==> src/rtl/countdown_timer_if.sv <==
// Handshake bundle between the game FSM and the countdown timer.
// The FSM side drives start/pause/speed and the start digits.
interface countdown_timer_if;
    logic       Start;
    logic       Pause;
    logic [1:0] Speed;
    logic [3:0] StartTens;
    logic [3:0] StartOnes;
    logic [3:0] TensValue;
    logic [3:0] OnesValue;
    logic       Running;
    logic       Tick;
    logic       Warning;
    logic       TimeUp;
    logic       TimeUpPulse;

    modport master (
        output Start, Pause, Speed, StartTens, StartOnes,
        input  TensValue, OnesValue, Running, Tick,
        input  Warning, TimeUp, TimeUpPulse
    );

    modport slave (
        input  Start, Pause, Speed, StartTens, StartOnes,
        output TensValue, OnesValue, Running, Tick,
        output Warning, TimeUp, TimeUpPulse
    );
endinterface

==> src/rtl/countdown_timer.sv <==
// Two-digit BCD game countdown timer with pause, selectable tick rate,
// low-time warning and time-up flags. All outputs are registered.
module countdown_timer #(
    parameter int CLOCK_FREQUENCY = 50000000,
    parameter int WARN_SECONDS    = 10
) (
    input logic         ClockIn,
    input logic         Resetn,
    countdown_timer_if.slave bus
);
    localparam int PW = $clog2(CLOCK_FREQUENCY);

    typedef enum logic [1:0] {IDLE, RUN, PAUSED, DONE} state_t;

    state_t        state_q, state_d;
    logic [PW-1:0] presc_q, presc_d;
    logic [PW-1:0] reload;
    logic [3:0]    tens_q, tens_d;
    logic [3:0]    ones_q, ones_d;
    logic [3:0]    ld_tens, ld_ones;
    logic [6:0]    value_d;
    logic          tick_q, tick_d;
    logic          pulse_q, pulse_d;
    logic          warn_q, warn_d;
    logic          run_q, done_q;

    always_comb begin
        reload  = PW'((CLOCK_FREQUENCY >> bus.Speed) - 1);
        ld_tens = (bus.StartTens > 4'd9) ? 4'd9 : bus.StartTens;
        ld_ones = (bus.StartOnes > 4'd9) ? 4'd9 : bus.StartOnes;
    end

    always_comb begin
        state_d = state_q;
        presc_d = presc_q;
        tens_d  = tens_q;
        ones_d  = ones_q;
        tick_d  = 1'b0;
        pulse_d = 1'b0;
        if (bus.Start) begin
            tens_d  = ld_tens;
            ones_d  = ld_ones;
            presc_d = reload;
            if (ld_tens == 4'd0 && ld_ones == 4'd0) begin
                state_d = DONE;
                pulse_d = 1'b1;
            end else begin
                state_d = RUN;
            end
        end else begin
            unique case (state_q)
                RUN: begin
                    if (bus.Pause) begin
                        state_d = PAUSED;
                    end else if (presc_q == '0) begin
                        presc_d = reload;
                        tick_d  = 1'b1;
                        if (ones_q == 4'd0) begin
                            ones_d = 4'd9;
                            tens_d = tens_q - 4'd1;
                        end else begin
                            ones_d = ones_q - 4'd1;
                        end
                        if (tens_q == 4'd0 && ones_q == 4'd1) begin
                            state_d = DONE;
                            pulse_d = 1'b1;
                        end
                    end else begin
                        presc_d = presc_q - 1'b1;
                    end
                end
                PAUSED: begin
                    if (!bus.Pause) state_d = RUN;
                end
                DONE: begin
                    tens_d = 4'd0;
                    ones_d = 4'd0;
                end
                default: ;
            endcase
        end
    end

    // Warning is judged on the value and state that become visible next cycle
    always_comb begin
        value_d = 7'(tens_d) * 7'd10 + 7'(ones_d);
        warn_d  = (state_d == RUN || state_d == PAUSED)
               && value_d != 7'd0
               && value_d <= 7'(WARN_SECONDS);
    end

    always_ff @(posedge ClockIn) begin
        if (!Resetn) begin
            state_q <= IDLE;
            presc_q <= '0;
            tens_q  <= 4'd0;
            ones_q  <= 4'd0;
            tick_q  <= 1'b0;
            pulse_q <= 1'b0;
            warn_q  <= 1'b0;
            run_q   <= 1'b0;
            done_q  <= 1'b0;
        end else begin
            state_q <= state_d;
            presc_q <= presc_d;
            tens_q  <= tens_d;
            ones_q  <= ones_d;
            tick_q  <= tick_d;
            pulse_q <= pulse_d;
            warn_q  <= warn_d;
            run_q   <= (state_d == RUN);
            done_q  <= (state_d == DONE);
        end
    end

    assign bus.TensValue   = tens_q;
    assign bus.OnesValue   = ones_q;
    assign bus.Running     = run_q;
    assign bus.Tick        = tick_q;
    assign bus.Warning     = warn_q;
    assign bus.TimeUp      = done_q;
    assign bus.TimeUpPulse = pulse_q;
endmodule

==> src/flat_wrapper.sv <==
// flat-port wrapper written by rule: the top's interface ports become plain ports
module countdown_timer_flat 
#(
    parameter int CLOCK_FREQUENCY = 50000000,
    parameter int WARN_SECONDS    = 10
)
  (ClockIn, Resetn, bus_Start, bus_Pause, bus_Speed, bus_StartTens, bus_StartOnes, bus_TensValue, bus_OnesValue, bus_Running, bus_Tick, bus_Warning, bus_TimeUp, bus_TimeUpPulse);
  countdown_timer_if bus_i ();
  input logic ClockIn;
  input logic Resetn;
  input wire logic [$bits(bus_i.Start)-1:0] bus_Start;
  input wire logic [$bits(bus_i.Pause)-1:0] bus_Pause;
  input wire logic [$bits(bus_i.Speed)-1:0] bus_Speed;
  input wire logic [$bits(bus_i.StartTens)-1:0] bus_StartTens;
  input wire logic [$bits(bus_i.StartOnes)-1:0] bus_StartOnes;
  output wire logic [$bits(bus_i.TensValue)-1:0] bus_TensValue;
  output wire logic [$bits(bus_i.OnesValue)-1:0] bus_OnesValue;
  output wire logic [$bits(bus_i.Running)-1:0] bus_Running;
  output wire logic [$bits(bus_i.Tick)-1:0] bus_Tick;
  output wire logic [$bits(bus_i.Warning)-1:0] bus_Warning;
  output wire logic [$bits(bus_i.TimeUp)-1:0] bus_TimeUp;
  output wire logic [$bits(bus_i.TimeUpPulse)-1:0] bus_TimeUpPulse;
  assign bus_i.Start = bus_Start;
  assign bus_i.Pause = bus_Pause;
  assign bus_i.Speed = bus_Speed;
  assign bus_i.StartTens = bus_StartTens;
  assign bus_i.StartOnes = bus_StartOnes;
  assign bus_TensValue = bus_i.TensValue;
  assign bus_OnesValue = bus_i.OnesValue;
  assign bus_Running = bus_i.Running;
  assign bus_Tick = bus_i.Tick;
  assign bus_Warning = bus_i.Warning;
  assign bus_TimeUp = bus_i.TimeUp;
  assign bus_TimeUpPulse = bus_i.TimeUpPulse;
  countdown_timer #(.CLOCK_FREQUENCY(CLOCK_FREQUENCY), .WARN_SECONDS(WARN_SECONDS)) u_core (.ClockIn(ClockIn), .Resetn(Resetn), .bus(bus_i));
endmodule
==> config.mk <==
export PLATFORM = sky130hd
export DESIGN_NAME = countdown_timer_flat
export DESIGN_NICKNAME = d
export VERILOG_FILES = /design/src/rtl/countdown_timer_if.sv /design/src/rtl/countdown_timer.sv /design/src/flat_wrapper.sv
export SDC_FILE = /design/constraint.sdc
export NUM_CORES = 1
export LEC_CHECK = 0
export CAP_MARGIN = 20
export CORE_MARGIN = 2
export CORE_UTILIZATION = 62
export CTS_CLUSTER_SIZE = 30
export DETAILED_ROUTE_END_ITERATION = 10
export HOLD_SLACK_MARGIN = 0.05
export PLACE_DENSITY = 0.85
export SETUP_SLACK_MARGIN = 0.3
export SYNTH_ARGS = -nofsm -noshare
export SYNTH_HDL_FRONTEND = slang
export SYNTH_SLANG_ARGS = --single-unit
==> constraint.sdc <==
create_clock -name ClockIn -period 6.89 [get_ports ClockIn]
set_input_delay 0.689 -clock ClockIn [delete_from_list [all_inputs] [get_ports ClockIn]]
set_output_delay 0.689 -clock ClockIn [all_outputs]
set_load 0.05 [all_outputs]
After elaboration in Yosys (flattened, before gate mapping)

Cells that the tools add are included.

Word-level logic and storage cells: 73
Output and inout port bits: 13
Register bits: 41

Shift operators: 1
Add/subtract/negate cells: 5
$mul: 1
Bitwise operators: 2
Multiplexer cells: 30
Equal/unequal tests: 8
$lt $le $gt $ge: 3
Reduce and logical (&&, ||, !) cells: 14

Operators with widths:

| cell                                                                  | count |
|---|---|
| 26-bit 2-to-1 mux                                                     | 4 |
| 4-bit 2-to-1 mux                                                      | 10 |
| 26-bit logical NOT                                                    | 1 |
| 26-bit by 2-bit right shift with 26-bit output, first input constant  | 1 |
| 26-bit by 1-bit subtractor with 26-bit output, second input constant  | 1 |
| 26-bit by 2-bit subtractor with 26-bit output, second input constant  | 1 |
| 4-bit logical NOT                                                     | 4 |
| 4-bit one-hot mux with 2 select lines                                 | 2 |
| 2-bit 2-to-1 mux                                                      | 6 |
| 2-bit equality test, second input constant                            | 4 |
| 4-bit > comparator, second input constant                             | 2 |
| 4-bit by 1-bit subtractor with 4-bit output, second input constant    | 2 |
| 7-bit by 4-bit adder with 7-bit output                                | 1 |
| 7-bit by 4-bit <= comparator with 1-bit output, second input constant | 1 |
| 1-bit 2-to-1 mux                                                      | 7 |
| 7-bit nonzero test                                                    | 1 |
| 4-bit by 3-bit multiplier with 6-bit output, second input constant    | 1 |
| 2-bit by 1-bit equality test with 1-bit output, second input constant | 2 |
| 4-bit by 1-bit equality test with 1-bit output, second input constant | 1 |
| 1-bit logical AND                                                     | 4 |
| 2-bit one-hot mux with 2 select lines                                 | 1 |
| 4-bit OR reduction                                                    | 1 |
| 2-bit != test, second input constant                                  | 1 |
| 1-bit inverter                                                        | 2 |
| 3 further kinds                                                       | 3 |

Logic depth before layout (Yosys ltp)

Gate-level depths: netlist (run 1).

Depth in word-level cells: 11
Gate-level depth with buffers: 19
Gate-level depth less buffers: 18

Least setup slack after synthesis (run 1)

Ideal clock, no wire load.

Kind: in2reg
From: in bus_Pause
To: reg u_core.warn_q (netlist: u_core.bus.Warning)
Setup time: 92 ps
Setup slack: 2,533 ps
Data arrival time: 4,265 ps
Stages on the path: 17
Path buffers: 1
Path through: clkbuf_1 or4b_2 nor4_1 nand4_1 mux2i_1 o21ai_0 inv_1 ha_1 ha_1 inv_1 fa_1 nor2b_1 o211ai_1 xnor2_1 xnor2_1 o221ai_1 nor4_1

Longest elaborated chain between the ends: 8
Elaborated cells between the ends (all ways): 19
Those cells by class: add/sub: 1; mul: 1; order compare: 1; eq/ne: 2; mux: 10; reduce/logical: 4

Ends and longest elaborated chain:

| what                                                                                   | line                   | source |
|---|---|---|
| start, declared                                                                        | flat_wrapper.sv:12     | `input wire logic [$bits(bus_i.Pause)-1:0] bus_Pause;` |
| 4-bit 2-to-1 mux *                                                                     | countdown_timer.sv:53  | `if (bus.Pause) begin` |
| 4-bit one-hot mux with 2 select lines *                                                | countdown_timer.sv:51  | `unique case (state_q)` |
| 4-bit 2-to-1 mux *                                                                     | countdown_timer.sv:40  | `if (bus.Start) begin` |
| named net u_core.tens_d[2]                                                             | countdown_timer.sv:18  | `logic [3:0] tens_q, tens_d;` |
| 4-bit by 3-bit multiplier with 6-bit output *                                          | countdown_timer.sv:86  | `value_d = 7'(tens_d) * 7'd10 + 7'(ones_d);` |
| 7-bit by 4-bit adder with 7-bit output *                                               | countdown_timer.sv:86  |  |
| branches (longest 2 deep; another with 7-bit by 4-bit <= comparator with 1-bit output) | --                     |  |
| 1-bit logical AND *                                                                    | countdown_timer.sv:89  | `&& value_d <= 7'(WARN_SECONDS);` |
| end signal, assigned                                                                   | countdown_timer.sv:110 | `warn_q <= warn_d;` |
| end, declared                                                                          | countdown_timer.sv:24  | `logic warn_q, warn_d;` |

Mark *: on every way through the listed nets, which the timed path passes.
A chain may end at the register's enable or synchronous reset.

Worst setup path after layout (run 1)

Same ends and word-level chain as after synthesis.

==> results of run 1 <==
cells in the final DEF (no fill, tap or decap), types with 5 or more instances in the layout:
cell | Yosys | layout
nor2_1 | 43 | 43
dfxtp_1 | 41 | 41
a21oi_1 | 35 | 35
nand2_1 | 29 | 29
clkdlybuf4s50_1 | 0 | 26
inv_1 | 24 | 24
o21ai_0 | 22 | 22
nor3_1 | 16 | 16
ha_1 | 16 | 16
a31oi_1 | 11 | 11
or3_1 | 9 | 9
nor4_1 | 9 | 9
xnor2_1 | 9 | 9
and2_1 | 9 | 9
nand4_1 | 8 | 8
nand3_1 | 8 | 8
nor2b_1 | 6 | 6
clkbuf_8 | 0 | 6
o22ai_1 | 5 | 5
o211ai_1 | 5 | 5
layer usage:
metal	vias up	track usage (%)	wire [µm]	part of all wire, %
met4	0	11.1	240	2.9
met5	-	0	0	0
met3	34	4.83	738	8.9
met2	173	49.0	3690	44
li1	1455	-	-	-
met1	1463	47.0	3660	44
worst paths after layout:
| kind | start | end | depth (start not counted) |
|---|---|---|---|
| hold reg to reg | u_core.presc_q[8] | u_core.presc_q[8] | 2 |
| setup reg to reg | u_core.presc_q[2] | u_core.bus.Warning | 15 |
| hold / removal | u_core.presc_q[8] | u_core.presc_q[8] | 2 |
| setup / recovery | bus_Pause | u_core.bus.Warning | 17 |
cell type report:
class | instances | area share [%]
repair buffers | 30 | 8.80
clock inverters | 1 | 0.228
clock buffers | 6 | 2.50
flip-flops and latches | 41 | 24.9
well taps | 54 | 2.05
multi-input cells | 307 | 58.8
inverters | 24 | 2.73
sequential cells by signal (all words and copies together) (netlist names):
signal                  flops
u_core.bus.Warning          1
u_core.presc_q             26
u_core.bus.OnesValue        4
u_core.bus.TensValue        4
u_core.state_q              2
u_core.bus.TimeUp           1
u_core.bus.Running          1
u_core.bus.Tick             1
u_core.bus.TimeUpPulse      1
power by group through the flow:
| stage | logic (µW) | clock network [µW] | registers, µW |
|---|---|---|---|
| 2_1_floorplan | 116 | 0 | 283 |
| 3_3_place_gp | 169 | 0 | 273 |
| 3_5_place_dp | 174 | 0 | 274 |
| 4_1_cts | 177 | 167 | 268 |
| 5_1_grt | 196 | 175 | 271 |
| 6_report | 181 | 168 | 269 |
worst reg2reg max path: stages, from the launching register on:
cell and delay [ns]:
dfxtp_1 0.35, nor3_1 0.55, and4_1 0.51, nand3_1 0.28, or3_1 0.42, a31oi_1 0.49
ha_1 0.34, ha_1 0.20, inv_1 0.06, fa_1 0.44, nor2b_1 0.21, o211ai_1 0.14
xnor2_1 0.29, xnor2_1 0.16, o221ai_1 0.14, nor4_1 0.16
kinds of logic (layout without fill, tap and decap cells):
| logic type | after synthesis | count (layout) | share of synthesized area [%] |
|---|---|---|---|
| simple gates | 165 | 165 | 29.7 |
| compound gates | 108 | 108 | 23.2 |
| buf+inv | 43 | 61 | 6.05 |
| flops | 41 | 41 | 27.9 |
| fa+ha+maj | 18 | 18 | 8.17 |
| xor+xnor | 13 | 13 | 3.87 |
| mux | 3 | 3 | 1.06 |
metrics by stage:
stage,area (µm²),utilization [%],cells,hold slack [ns],power [µW]
floorplan,2940,-,391,0.445,399
global placement,3210,68.9,456,0.456,442
detailed placement,3210,68.9,456,0.478,448
CTS,3300,70.8,463,0.490,612
global route,3300,70.8,463,0.518,642
finish,3300,70.8,463,0.489,618
==> qor.yml, run 1 <==
status:
  status: "finished clean"
cells_and_area:
  layout.nets: 441
  regArea_um2: 821
  fillers: 395
  area_growth_pct: 12.3
  antenna_cells: 0
  drive_gt1_share_pct: 6.11
  multi_input_area_um2: 1940
sta:
  hold_viol: 0
  final.period_utilization_pct: 71.2
  worst_pin_slew_ns: 0.938
  setup_viol: 0
  setup_tns_ns: 0
  slew_viol_final: 0
  grt_setup_unrepaired: "no"
  max_freq_ghz: 0.204
  period_needed_ns: 4.91
  slew_headroom_pct: 37.2
  fin_ws_ns: 1.98
  finClkSkew_ns: 0.0109
synthesis:
  post_synth_num_cell_types: 60
  syn_avg_cell_area_um2: 7.52
  synth_ff_type: "dfxtp_1"
  synth_cells: 391
  synth_top_area_share_pct: 27.9
  synth_fp_nets: 423
  ys_async_sr_fraction_pct: 0
  ys_seq_area_share_pct: 27.9
  synth_edf_count: 0
  synth_area_um2: 2940
  post-synth-top-count-cell: "nor2_1"
  yosys_register_bits: 41
  synthTopCellsByCount: "nor2_1, dfxtp_1, a21oi_1"
  synth_warnings: 0
  ys_top_cells_by_area: "dfxtp_1, ha_1, a21oi_1"
  yosys.area.top_type: "dfxtp_1"
floorplanning:
  dieArea_um2: 5310
  rows: 25
  core_area_um2: 4660
  initial_core_util_pct: 63.1
  ios: 27
  fp.dieW_um: 72.9
  die_y_um: 72.9
pwr:
  leakagePower_uw: 0.00125
  clkPwrFrac_pct: 27.2
  p_per_area_nw_per_um2: 187
  seqPwrFrac_pct: 43.5
  p_int_uw: 402
  ir_drop_v: 0.000123
  p_sw_share_pct: 35.0
  power.switching_uw: 216
  pwr-share-comb_pct: 29.3
clocking:
  cts-root-buf: "clkbuf_8"
  cts_resized: 0
  cts_made_buffers: 5
  cts_hold_buffers: 0
  cts_setup_buffers: 0
  cts.reportedPaths.clkPinSlew_ns: 0.09
  htreeDepth: 2
  clk_path_buf_depth: 2
  clock_latency_ns: 0.30
  cts_sinks: 41
  cts_tree: "done"
setup_path:
  slowest_delay_ns: 0.69
  path_delay_family: "simple AND/OR/NAND/NOR gates"
  cp.required_ns: 7.11
  r2r_slack_ns: 2.07
  arrival_ns: 5.13
  cp-start-kind: "input pin"
  path_class: "input pin to flip-flop"
  cp-end-kind: "flip-flop"
  crit_buf_inv: 3
  crit_path_max_fanout: 10
  critPathSlowestCell: "or4b_2"
  path_cells: "clkdlybuf4s50_1, or4b_2, nor4_1, nand4_1, mux2i_1, o21ai_0, inv_1, ha_1, ha_1, inv_1, fa_1, nor2b_1, o211ai_1, xnor2_1, xnor2_1, o221ai_1, nor4_1"
drt:
  first_iter_violations: 436
  dr.pass1.iters: 6
  via_count: 3125
  via_per_inst: 6.75
  wire_per_inst_um: 18.0
  drc: 0
  drtAntennaViolNets: 0
  wirelength_mm: 8.33
global_route:
  grt_pass1_vias: 2798
  grt_overflow: 0
  antenna_found_initial: 0
  grt_max_degree: 25
  track_usage_pct: 32.4
  grt_pass1_wl_mm: 13.4
placed_design:
  hpwl_mm: 5.74
  io_buffers: 26
  gp_congestion: 0.918
  place_ws_ns: 1.70
worst_hold_path:
  min_path_type: "flip-flop to flip-flop"
run:
  max_cap_viol_count: 0
Power figures use the tool's default switching activity.
==> run 2: changes to the inputs <==
--- a/config.mk
+++ b/config.mk
@@ -7,11 +7,11 @@
 export LEC_CHECK = 0
 export CAP_MARGIN = 20
 export CORE_MARGIN = 2
-export CORE_UTILIZATION = 62
+export CORE_UTILIZATION = 58
 export CTS_CLUSTER_SIZE = 30
 export DETAILED_ROUTE_END_ITERATION = 10
 export HOLD_SLACK_MARGIN = 0.05
-export PLACE_DENSITY = 0.85
+export PLACE_DENSITY = 0.8
 export SETUP_SLACK_MARGIN = 0.3
 export SYNTH_ARGS = -nofsm -noshare
 export SYNTH_HDL_FRONTEND = slang
==> constraint.sdc (replaced) <==
create_clock -name ClockIn -period 5 [get_ports ClockIn]
set_input_delay 0.5 -clock ClockIn [delete_from_list [all_inputs] [get_ports ClockIn]]
set_output_delay 0.5 -clock ClockIn [all_outputs]
set_load 0.05 [all_outputs]
==> run 2 against run 1 <==
Compared with the run above: clock power grew 67%; sequential power grew 38%; global-route usage shrank 2.1 points; sequential share of layout area shrank 0.89 points; final cell count grew 4.8%; flip-flop and latch count is the same; critical endpoint unchanged; hold slack lost 0.014 ns; non-clock buffer count grew 8.
==> qor.yml, run 2 (synthesis results as in run 1) <==
cells_and_area:
  antenna_cells: 0  # unchanged
  drive_gt1_share_pct: 9.09  # +3.0 points
  fillers: 404  # +2.3%
  regMostFlops: "u_core.presc_q"
  final_common_cell: "nor2_1"
  area_growth_pct: 16.4
  final_cell_area_um2: 3420  # +3.7%
  largest_register_ffs: 26  # unchanged
  layout.nets: 449  # +1.8%
  final_cell_mix: "nor2_1, dfxtp_1, a21oi_1, nand2_1, clkdlybuf4s50_1"
floorplanning:
  ios: 27  # unchanged
  fp.dieW_um: 75.2  # +3.2%
  rows: 25  # unchanged
  dieArea_um2: 5650  # +6.5%
  die_y_um: 75.2  # +3.2%
  initial_core_util_pct: 61.0  # -2.0 points
  core_area_um2: 4820  # +3.4%
sta:
  finClkSkew_ns: 0.00916  # -0.00176 ns
  max_freq_ghz: 0.222
  slew_viol_final: 0  # unchanged
  worst_pin_slew_ns: 0.873  # -0.0658 ns
  hold_viol: 0  # unchanged
  grt_setup_unrepaired: "no"
  period_needed_ns: 4.50
  final.period_utilization_pct: 90.0
  slew_headroom_pct: 41.6  # +4.4 points
  setup_viol: 0  # unchanged
  setup_tns_ns: 0  # unchanged
global_route:
  grt_pass1_vias: 2668  # -4.6%
  track_usage_pct: 30.3  # -2.1 points
  grt_max_degree: 25  # unchanged
  antenna_found_initial: 0  # unchanged
  grt_pass1_wl_mm: 13.1  # -2.5%
  grt_overflow: 0  # unchanged
setup_path:
  arrival_ns: 4.71  # -0.42 ns
  cp-end-kind: "flip-flop"
  path_cells: "or4_1, or4_4, or4_4, o211ai_1, a31oi_1, ha_1, ha_1, inv_1, fa_1, nor2b_2, o211ai_1, xnor2_2, xnor2_1, o221ai_1, nor4_1"
  cp.required_ns: 5.22  # -1.89 ns
  path_class: "flip-flop to flip-flop"
  critPathSlowestCell: "or4_1"
  cp-start-kind: "flip-flop"
  slowest_delay_ns: 0.61  # -0.08 ns
  crit_path_max_fanout: 8  # -2
  r2r_slack_ns: 0.50  # -1.57 ns
run:
  max_cap_viol_count: 0  # unchanged
clocking:
  cts_hold_buffers: 0  # unchanged
  clk_path_buf_depth: 2  # unchanged
  cts.reportedPaths.clkPinSlew_ns: 0.09  # about the same
  cts-root-buf: "clkbuf_8"
  cts_made_buffers: 5  # unchanged
  htreeDepth: 2  # unchanged
  clock_latency_ns: 0.31  # about the same
  cts_sinks: 41  # unchanged
  cts_tree: "done"
drt:
  wl_met2_mm: 3.57  # -3.4%
  wl_met3_um: 611  # -17%
  via_count: 3065  # -1.9%
  wirelength_mm: 8.14  # -2.3%
  via_per_inst: 6.32  # -6.4%
  drc: 0  # unchanged
  route.top_layer_used: "met4"
  wire_per_inst_um: 16.8  # -6.7%
  wl_met1_mm: 3.82  # +4.3%
  drtAntennaViolNets: 0  # unchanged
  first_iter_violations: 388  # -11%
  dr.pass1.iters: 5  # -1
pwr:
  ir_drop_v: 0.000200  # +62%
  p_per_area_nw_per_um2: 265  # +42%
  leakagePower_uw: 0.00131  # +4.7%
status:
  status: "finished clean"
worst_hold_path:
  min_path_type: "flip-flop to flip-flop"
placed_design:
  gp_congestion: 0.894  # -2.5%
  hpwl_mm: 5.75  # +0.14%
  placed_area_um2: 3290  # +2.4%
  io_buffers: 26  # unchanged
==> run 2: cell count changes in the layout (fill, tap and decap cells not counted), sizes merged <==
cell and change:
clkinv +1, clkbuf -1, bufinv +1, buf +8
==> run 2: report_power, final <==
group | leakage [µW] | switching [µW] | internal, µW
Clock | 0.0000543 | 131 | 150
Sequential | 0.000338 | 23.8 | 347
Combinational | 0.000920 | 152 | 104
==> run 2: per-layer routing <==
| metal | up-vias | track usage [%] |
|---|---|---|
| met5 | - | 0 |
| met4 | 0 | 10.1 |
| met3 | 17 | 4.82 |
| met2 | 134 | 45.2 |
| met1 | 1427 | 44.6 |
| li1 | 1487 | - |
==> run 2: final cells by class <==
| type | instances | area, µm² | area share, % |
|---|---|---|---|
| inverter | 24 | 90.1 | 2.63 |
| tap | 67 | 83.8 | 2.45 |
| sequential | 41 | 821 | 24.0 |
| clock inverter | 3 | 46.3 | 1.35 |
| multi-input combinational | 307 | 1960 | 57.3 |
| clock buffer | 5 | 68.8 | 2.01 |
| timing repair buffer | 38 | 350 | 10.2 |
==> run 2: metrics by stage <==
| stage | std cells | power (µW) | util, % | hold WS, ns | setup WS [ns] |
|---|---|---|---|---|---|
| 2_1_floorplan | 391 | 550 | - | 0.445 | 0.748 |
| 3_3_place_gp | 477 | 618 | 68.2 | 0.458 | 0.513 |
| 3_5_place_dp | 477 | 624 | 68.2 | 0.466 | 0.357 |
| 4_1_cts | 485 | 900 | 70.6 | 0.477 | 0.488 |
| 5_1_grt | 485 | 943 | 71.0 | 0.511 | 0.301 |
| 6_report | 485 | 907 | 71.0 | 0.475 | 0.502 |
==> run 2: final timing paths <==
path                            cells after the start                 end          startpoint
worst max register to register                     15  u_core.bus.Warning  u_core.presc_q[18]
worst min-delay path                                2  u_core.presc_q[23]  u_core.presc_q[23]
worst max-delay path                               15  u_core.bus.Warning  u_core.presc_q[18]
worst min register to register                      2  u_core.presc_q[23]  u_core.presc_q[23]
==> run 2: worst max-delay path, delay by kind of cell (launching register included) <==
family	cells	cell delay [ns]
and+or+nand+nor	5	2.03
adders and majority gates	3	0.88
AOI/OAI and AO/OA	4	0.69
xor gates and xnor gates	2	0.39
DFF	1	0.36
buffers and inverters	1	0.06
==> run 2: what timing repair did <==
item	CTS	global route
buffers inserted	0	0
setup endpoints to repair	0	1
gates resized for setup	0	4
